### src/rtl/led_pkg.sv
// Shared types and constants for the note-lane LED pulse driver.
// Optional fade behaviour is selected by the LED_FADE_EN macro.
package led_pkg;

  typedef enum logic [1:0] {
    IDLE = 2'd0,
    ON   = 2'd1,
    FADE = 2'd2
  } chan_state_e;

  localparam int          PWM_W       = 3;
  localparam logic [2:0]  FADE_START  = 3'd7;
  localparam logic [2:0]  MODE_ACTIVE = 3'd4;

endpackage

### src/rtl/led_channel.sv
// One LED channel: IDLE/ON/FADE state machine with hold, step and level counters.
// Fade state and PWM comparison exist only when LED_FADE_EN is defined.
module led_channel
  import led_pkg::*;
#(
  parameter int HOLD_CYCLES      = 800000,
  parameter int FADE_STEP_CYCLES = 100000
) (
  input  logic             clk,
  input  logic             n_rst,
  input  logic             enable,
  input  logic             trig,
`ifdef LED_FADE_EN
  input  logic [PWM_W-1:0] pwm_nxt,
`endif
  output logic             pulse,
  output logic             active_nxt
);

  localparam int            HW        = $clog2(HOLD_CYCLES);
  localparam logic [HW-1:0] HOLD_LAST = HW'(HOLD_CYCLES - 1);
  localparam logic [HW-1:0] HOLD_ONE  = HW'(1);
  localparam logic [HW-1:0] HOLD_ZERO = HW'(0);

  chan_state_e   state_r, state_nxt_s;
  logic [HW-1:0] hold_r, hold_nxt_s;
  logic          pulse_r, pulse_nxt_s;

`ifdef LED_FADE_EN
  localparam int            SW        = (FADE_STEP_CYCLES > 1) ? $clog2(FADE_STEP_CYCLES) : 1;
  localparam logic [SW-1:0] STEP_LAST = SW'(FADE_STEP_CYCLES - 1);
  localparam logic [SW-1:0] STEP_ONE  = SW'(1);
  localparam logic [SW-1:0] STEP_ZERO = SW'(0);

  logic [SW-1:0]    step_r, step_nxt_s;
  logic [PWM_W-1:0] level_r, level_nxt_s;
`endif

  // Next-state and counter logic; mode loss beats retrigger, retrigger beats any timeout.
  always_comb begin
    state_nxt_s = state_r;
    hold_nxt_s  = hold_r;
`ifdef LED_FADE_EN
    step_nxt_s  = step_r;
    level_nxt_s = level_r;
`endif
    if (!enable) begin
      state_nxt_s = IDLE;
      hold_nxt_s  = HOLD_ZERO;
    end else if (trig) begin
      state_nxt_s = ON;
      hold_nxt_s  = HOLD_ZERO;
    end else begin
      case (state_r)
        IDLE: begin
          state_nxt_s = IDLE;
        end
        ON: begin
          if (hold_r == HOLD_LAST) begin
            hold_nxt_s  = HOLD_ZERO;
`ifdef LED_FADE_EN
            state_nxt_s = FADE;
            level_nxt_s = FADE_START;
            step_nxt_s  = STEP_ZERO;
`else
            state_nxt_s = IDLE;
`endif
          end else begin
            hold_nxt_s = hold_r + HOLD_ONE;
          end
        end
`ifdef LED_FADE_EN
        FADE: begin
          if (step_r == STEP_LAST) begin
            step_nxt_s = STEP_ZERO;
            if (level_r == 3'd1) begin
              state_nxt_s = IDLE;
              level_nxt_s = 3'd0;
            end else begin
              level_nxt_s = level_r - 3'd1;
            end
          end else begin
            step_nxt_s = step_r + STEP_ONE;
          end
        end
`endif
        default: begin
          state_nxt_s = IDLE;
          hold_nxt_s  = HOLD_ZERO;
        end
      endcase
    end
  end

  // Output drive is computed from next-cycle values so the registered LED has no extra lag.
  always_comb begin
    pulse_nxt_s = 1'b0;
    if (state_nxt_s == ON) begin
      pulse_nxt_s = 1'b1;
`ifdef LED_FADE_EN
    end else if (state_nxt_s == FADE) begin
      pulse_nxt_s = (pwm_nxt < level_nxt_s);
`endif
    end else begin
      pulse_nxt_s = 1'b0;
    end
  end

  // Channel state, counters and LED register.
  always_ff @(posedge clk or negedge n_rst) begin
    if (!n_rst) begin
      state_r <= IDLE;
      hold_r  <= HOLD_ZERO;
      pulse_r <= 1'b0;
`ifdef LED_FADE_EN
      step_r  <= STEP_ZERO;
      level_r <= 3'd0;
`endif
    end else begin
      state_r <= state_nxt_s;
      hold_r  <= hold_nxt_s;
      pulse_r <= pulse_nxt_s;
`ifdef LED_FADE_EN
      step_r  <= step_nxt_s;
      level_r <= level_nxt_s;
`endif
    end
  end

  assign pulse      = pulse_r;
  assign active_nxt = (state_nxt_s != IDLE);

endmodule

### src/rtl/led_pulse_driver.sv
// LED pulse driver: LANES hit channels plus one miss channel, gated by game mode 4.
// LED_FADE_EN adds the PWM fade-out tail after the full-brightness hold.
module led_pulse_driver
  import led_pkg::*;
#(
  parameter int LANES            = 4,
  parameter int HOLD_CYCLES      = 800000,
  parameter int FADE_STEP_CYCLES = 100000
) (
  input  logic             clk,
  input  logic             n_rst,
  input  logic [2:0]       mode,
  input  logic [LANES-1:0] hit,
  input  logic             miss,
  output logic [LANES-1:0] led,
  output logic             miss_led,
  output logic             busy
);

  localparam int CH = LANES + 1;

  logic          mode_ok_s;
  logic [CH-1:0] trig_s;
  logic [CH-1:0] pulse_s;
  logic [CH-1:0] act_nxt_s;
  logic          busy_r;

  assign mode_ok_s = (mode == MODE_ACTIVE);
  assign trig_s    = {miss, hit} & {CH{mode_ok_s}};

`ifdef LED_FADE_EN
  logic [PWM_W-1:0] pwm_r, pwm_nxt_s;

  assign pwm_nxt_s = pwm_r + 3'd1;

  // Free-running PWM phase shared by every channel.
  always_ff @(posedge clk or negedge n_rst) begin
    if (!n_rst) begin
      pwm_r <= 3'd0;
    end else begin
      pwm_r <= pwm_nxt_s;
    end
  end
`endif

  for (genvar g = 0; g < CH; g++) begin : g_chan
    led_channel #(
      .HOLD_CYCLES      (HOLD_CYCLES),
      .FADE_STEP_CYCLES (FADE_STEP_CYCLES)
    ) u_chan (
      .clk        (clk),
      .n_rst      (n_rst),
      .enable     (mode_ok_s),
      .trig       (trig_s[g]),
`ifdef LED_FADE_EN
      .pwm_nxt    (pwm_nxt_s),
`endif
      .pulse      (pulse_s[g]),
      .active_nxt (act_nxt_s[g])
    );
  end

  // Busy flag registered alongside the channel states it summarises.
  always_ff @(posedge clk or negedge n_rst) begin
    if (!n_rst) begin
      busy_r <= 1'b0;
    end else begin
      busy_r <= |act_nxt_s;
    end
  end

  assign led      = pulse_s[LANES-1:0];
  assign miss_led = pulse_s[LANES];
  assign busy     = busy_r;

endmodule
### config.mk
export PLATFORM = sky130hd
export DESIGN_NAME = led_pulse_driver
export DESIGN_NICKNAME = d
export VERILOG_FILES = /design/src/rtl/led_pkg.sv /design/src/rtl/led_channel.sv /design/src/rtl/led_pulse_driver.sv
export SDC_FILE = /design/constraint.sdc
export NUM_CORES = 1
export LEC_CHECK = 0
export BUFFER_PORTS_ARGS = -buffer_cell sky130_fd_sc_hd__buf_2
export CAP_MARGIN = 0
export CORE_MARGIN = 3
export CORE_UTILIZATION = 40
export DETAILED_ROUTE_END_ITERATION = 7
export PLACE_DENSITY_LB_ADDON = 0.08
export SETUP_SLACK_MARGIN = 0.4
export SYNTH_ARGS = -nofsm -noshare
export SYNTH_HDL_FRONTEND = slang
export SYNTH_SLANG_ARGS = --single-unit
### constraint.sdc
create_clock -name clk -period 2.68 [get_ports clk]
set_input_delay 0 -clock clk [delete_from_list [all_inputs] [get_ports clk]]
set_output_delay 0 -clock clk [all_outputs]
set_load 0.01 [all_outputs]
After elaboration in Yosys (flattened, before gate mapping):

Cells that the tools add are included.

* bitwise operators: 1
* div/mod/pow operators: 0
* $mul: 0
* $add $sub $neg: 5
* reduce and logical (&&, ||, !) cells: 11
* shift-type cells: 0
* muxes and demuxes: 45
* equality and inequality tests: 21
* order comparisons: 0

Operator list (number)
* 20-bit 2-to-1 mux: 15
* 20-bit one-hot mux with 2 select lines: 5
* 20-bit by 1-bit adder with 20-bit output, second input constant: 5
* 20-bit equality test, second input constant: 5
* 2-bit 2-to-1 mux: 20
* 2-bit by 1-bit equality test with 1-bit output, second input constant: 10
* 3-bit inequality test, second input constant: 5
* 2-bit zero test: 5
* 2-bit nonzero test: 5
* 5-bit bitwise AND: 1
* 1-bit 2-to-1 mux: 5
* 5-bit OR reduction: 1
* 3-bit equality test, second input constant: 1

* ROM bits: 0
* bits in latches: 0
* word-level logic and storage cells: 99
* register bits after elaboration: 116
* memory bits (writable): 0
* bits of input ports: 10
* memories kept: 0

Longest topological paths before layout:

* depth in word-level cells: 7
* gate-level depth with buffers: 8
* depth with buffers taken out: 6

Cells and area by module:

A second synthesis with hierarchy kept.

* cells, all modules: 675
* area, all modules: 6337.3 um^2

By module, submodules not included
* led_channel: seq. area each 575.6 um^2, times used 5, area an instance 1249.9 um^2, cells each 133
* led_pulse_driver: seq. area each 25.0 um^2, times used 1, area an instance 87.6 um^2, cells each 10

Least setup slack after synthesis:

No wires, ideal clock.

* path kind: flip-flop to flip-flop
* start point: register g_chan[4].u_chan.hold_r[15]
* end point: register busy_r (netlist: busy)
* path slack: 0.617 ns
* required time: 2.541 ns
* cell stages (with the launch flop): 6
* arrival: 1.924 ns
* cell sequence: dfrtp_1 -> or4_4 -> nor3_4 -> a211oi_2 -> o21a_1 -> or4b_1

* word-level cells in the longest chain between the ends: 7

Ends and longest elaborated chain
* from (decl): RTL line led_channel.sv:26 `logic [HW-1:0] hold_r, hold_nxt_s;`
* from (signal assigned): RTL line led_channel.sv:121 `hold_r <= hold_nxt_s;`
* 20-bit equality test: RTL line led_channel.sv:59 `if (hold_r == HOLD_LAST) begin`
* 2-bit 2-to-1 mux: RTL line led_channel.sv:59
* 2-bit 2-to-1 mux: RTL line led_channel.sv:54 `case (state_r)`
* 2-bit 2-to-1 mux: RTL line led_channel.sv:50 `end else if (trig) begin`
* 2-bit 2-to-1 mux: RTL line led_channel.sv:47 `if (!enable) begin`
* named net g_chan[4].u_chan.state_nxt_s[0]: RTL line led_channel.sv:25 `chan_state_e state_r, state_nxt_s;`
* 2-bit nonzero test: RTL line led_channel.sv:131 `assign active_nxt = (state_nxt_s != IDLE);`
* 5-bit OR reduction: RTL line led_pulse_driver.sv:68 `busy_r <= |act_nxt_s;`
* to (signal assigned): RTL line led_pulse_driver.sv:68
* to (decl): RTL line led_pulse_driver.sv:26 `logic busy_r;`

The timed path passes the listed nets, and every way through them passes these cells.
A chain may end at the register's enable or synchronous reset.

Worst setup path in the final report:

Ends and elaborated chain as after synthesis.

==> results.md <==
- CP startpoint kind: flop
- Power, Total: 0.00411 W
- Site Rows: 43
- DRT Pass-1 Iters: 4
- Worst Tran Pin Value: 0.951 ns
- CTS Buf Count: 17
- Prevailing post-synth register cell: dfrtp_1
- Global-route wire length before repair: 21.4 mm
- Status: finished clean
- Post-synth EDFFs: 0
- Clock share of power: 54.6%
- Sequential share of the synthesized area: 49.1%
- All-layer global routing usage: 16.3%
- Peak supply drop: 0.513 mV
- Synth Instances: 601
- Max-cap violations: 0
- Mapped Area: 5910 um^2
- Initial antenna violation count: 0
- Die Wd: 128 um
- Largest family of logic cells by synthesized area: simple AND/OR/NAND/NOR gates
- CTS sink count: 116
- Complex-gate fraction of the synthesized area: 9.13%
- Pleak: 2.83 nW
- Post-Route WL: 12.2 mm
- CTS tree: built
- Most common cell after layout, fill and taps aside: dfrtp_1
- XOR/XNOR Fraction of Synth Area: 10.2%
- Tightest Hold Check Type: in2reg
- Mux cell area share after synthesis: 1.25%
- Final Hold Fails: 0
- Routed vias: 4441
- Layout area overhead: 16.1%
- Congestion Overflow GR: 0
- Fraction of layout cells with a size suffix above 1: 11.9%
- Clock Tree Root: clkbuf_16
- Gp weighted congestion: 0.821
- CTS H-tree depth: 4
- Fmax: 455 MHz
- Post-CTS Setup Repair Bufs: 0
- DRC viols: 0
- Ys async rst share: 100%
- Longest Clk Path Bufs: 2
- IO Port Bufs: 15
- Slowest-stage cell, CP: or4_4
- Skew-Pair Late Insertion Delay: 0.42 ns
- Worst Skew: 0.0131 ns
- Commonest cells after routing, fill and taps aside: dfrtp_1, nor2_1, xor2_1, nand2_1, nand3_1
- Post-DRT Antenna Nets: 0
- Internal power: 0.00323 W
- Syn. warnings: 0
- Initial Util: 41.8%
- Sequential fraction of design power: 43.0%
- Data required, critical path: 2.96 ns
- Slew Limit Fails: 0
- Setup total negative slack: 0 ns
- Distinct cells, synth: 59
- Vias in the first global route: 4428
- CP Capture Type: flop
- Area share of fa/ha/maj cells after synthesis: 1.06%
- Final HPWL from detailed placement: 8.21 mm
- Die Y: 128 um
- Net Sw Frac: 21.4%
- Final setup fails: 0
- CP cell instances: or4_4 -> nor3_4 -> a211oi_2 -> o21a_1 -> or4b_1
- Worst EP arrival: 2.48 ns
- Crit Path Class: reg2reg
- Initial drt markers: 253
- Fin crit share: 82.0%
- Die area: 16300 um^2
- PwrDens: 599 nW/um^2
- Clock transition at path regs: 0.06 ns
- Largest net degree at the start of global routing: 66
- I/O pin cnt: 16
- Min Tclk post-route: 2.20 ns
- Gate power share: 2.4%
- Via density: 5.37
- Core area: 14100 um^2
- Nets@finish: 649
- DR WL/cell: 14.8 um
- Crit-path max FO: 5
- Synth Area in Simple Gates: 26.9%
- Synthesized area per cell: 9.83 um^2
- Max-slew headroom: 36.3%
- Number of synthesized register bits: 116
- Slowest stage delay, CP: 0.54 ns
- Unrepaired setup endpoints after global routing: false
- Fillers: 1318
- Psw: 0.000882 W
- Diodes inserted: 0
power groups by stage:
stage	Combinational, W	Clock, W	Sequential [W]
3_3_place_gp	0.0000953	0	0.00180
6_report	0.0000985	0.00224	0.00177
4_1_cts	0.000103	0.00231	0.00177
5_1_grt	0.000114	0.00239	0.00177
3_5_place_dp	0.0000961	0	0.00180
2_1_floorplan	0.0000308	0	0.00180
synth_stat cells, drive strengths merged, types with 3 or more instances:
master | instances | area, um^2
and2 | 5 | 31.3
xnor2 | 18 | 158
nand2 | 49 | 184
inv | 10 | 37.5
nor4bb | 6 | 60.1
a31oi | 17 | 106
a41oi | 4 | 35.0
nor2 | 91 | 342
o21ai | 11 | 55.1
dfrtp | 116 | 2900
mux2i | 4 | 40.0
nor4b | 5 | 43.8
nor2b | 3 | 18.8
nand4 | 31 | 194
nor4 | 4 | 40.0
clkbuf | 8 | 30.0
buf | 10 | 66.3
a22o | 6 | 52.6
or4b | 3 | 30.0
nand3 | 38 | 195
or2 | 3 | 18.8
nand2b | 4 | 25.0
mux2 | 3 | 33.8
and4 | 14 | 125
and3 | 21 | 133
nor3 | 8 | 62.6
a211oi | 6 | 50.1
xor2 | 51 | 447
a21oi | 25 | 125
ha | 5 | 62.6
worst paths after layout:
| path | startpoint | end | slack (ns) | cells after the start |
|---|---|---|---|---|
| setup / recovery | g_chan[4].u_chan.hold_r[15] | busy | 0.48 | 5 |
| hold / removal | mode[0] | g_chan[0].u_chan.pulse | 0.04 | 3 |
| setup reg to reg | g_chan[4].u_chan.hold_r[15] | busy | 0.48 | 5 |
| hold reg to reg | g_chan[0].u_chan.hold_r[14] | g_chan[0].u_chan.hold_r[14] | 0.52 | 1 |
| max in group asynchronous | n_rst | g_chan[1].u_chan.hold_r[18] | 1.72 | 3 |
| min in group asynchronous | n_rst | g_chan[2].u_chan.pulse | 0.25 | 2 |
through the flow:
step	cells	instance area (um^2)	hold WS [ns]	util (%)	setup slack (ns)
floorplan	605	5920	-0.296	-	0.617
global placement	789	6200	0.172	43.8	0.361
detailed placement	789	6200	0.177	43.8	0.259
CTS	827	6860	0.0250	48.5	0.465
global route	827	6860	0.0540	48.5	0.401
finish	827	6860	0.0432	48.5	0.483
final cells by class:
type | count | area [um^2] | area share, %
Multi-Input combinational cell | 461 | 2900 | 42.2
Tap cell | 180 | 225 | 3.28
Clock inverter | 12 | 129 | 1.88
Timing Repair Buffer | 28 | 203 | 2.95
Clock buffer | 20 | 467 | 6.80
Inverter | 10 | 37.5 | 0.547
Sequential cell | 116 | 2900 | 42.3
sequential cells by signal (all words and copies together), names as in the netlist:
signal / cells
g_chan.u_chan.state_r: 10
g_chan.u_chan.pulse: 5
g_chan.u_chan.hold_r: 100
busy: 1
critical path, delay by kind of cell (launching register included):
kind	cells	cell delay [ns]
AND/OR/NAND/NOR	3	1.33
AO/OA/AOI/OAI	2	0.31
flip-flops	1	0.42
repair_timing:
item | CTS | global route
hold buffers | 6 | 0
setup endpoints to repair | 32 | 0
resized for setup | 2 | 0
endpoints found under the hold margin | 77 | 0
kinds of logic (layout without fill, tap and decap cells):
family / after synthesis / count (layout)
AOI/OAI and AO/OA: 81 / 81
xor gates and xnor gates: 69 / 69
adders and majority gates: 5 / 5
buffers and inverters: 28 / 70
DFF: 116 / 116
muxes: 7 / 7
other: 1 / 5
and+or+nand+nor: 294 / 294
layer usage:
metal	GRT usage (%)	routed length [um]
met4	6.94	179
met5	0	0
met2	24.8	5620
met1	22.1	6030
met3	4.39	404
Note: power is estimated with default switching activity, not from simulation.
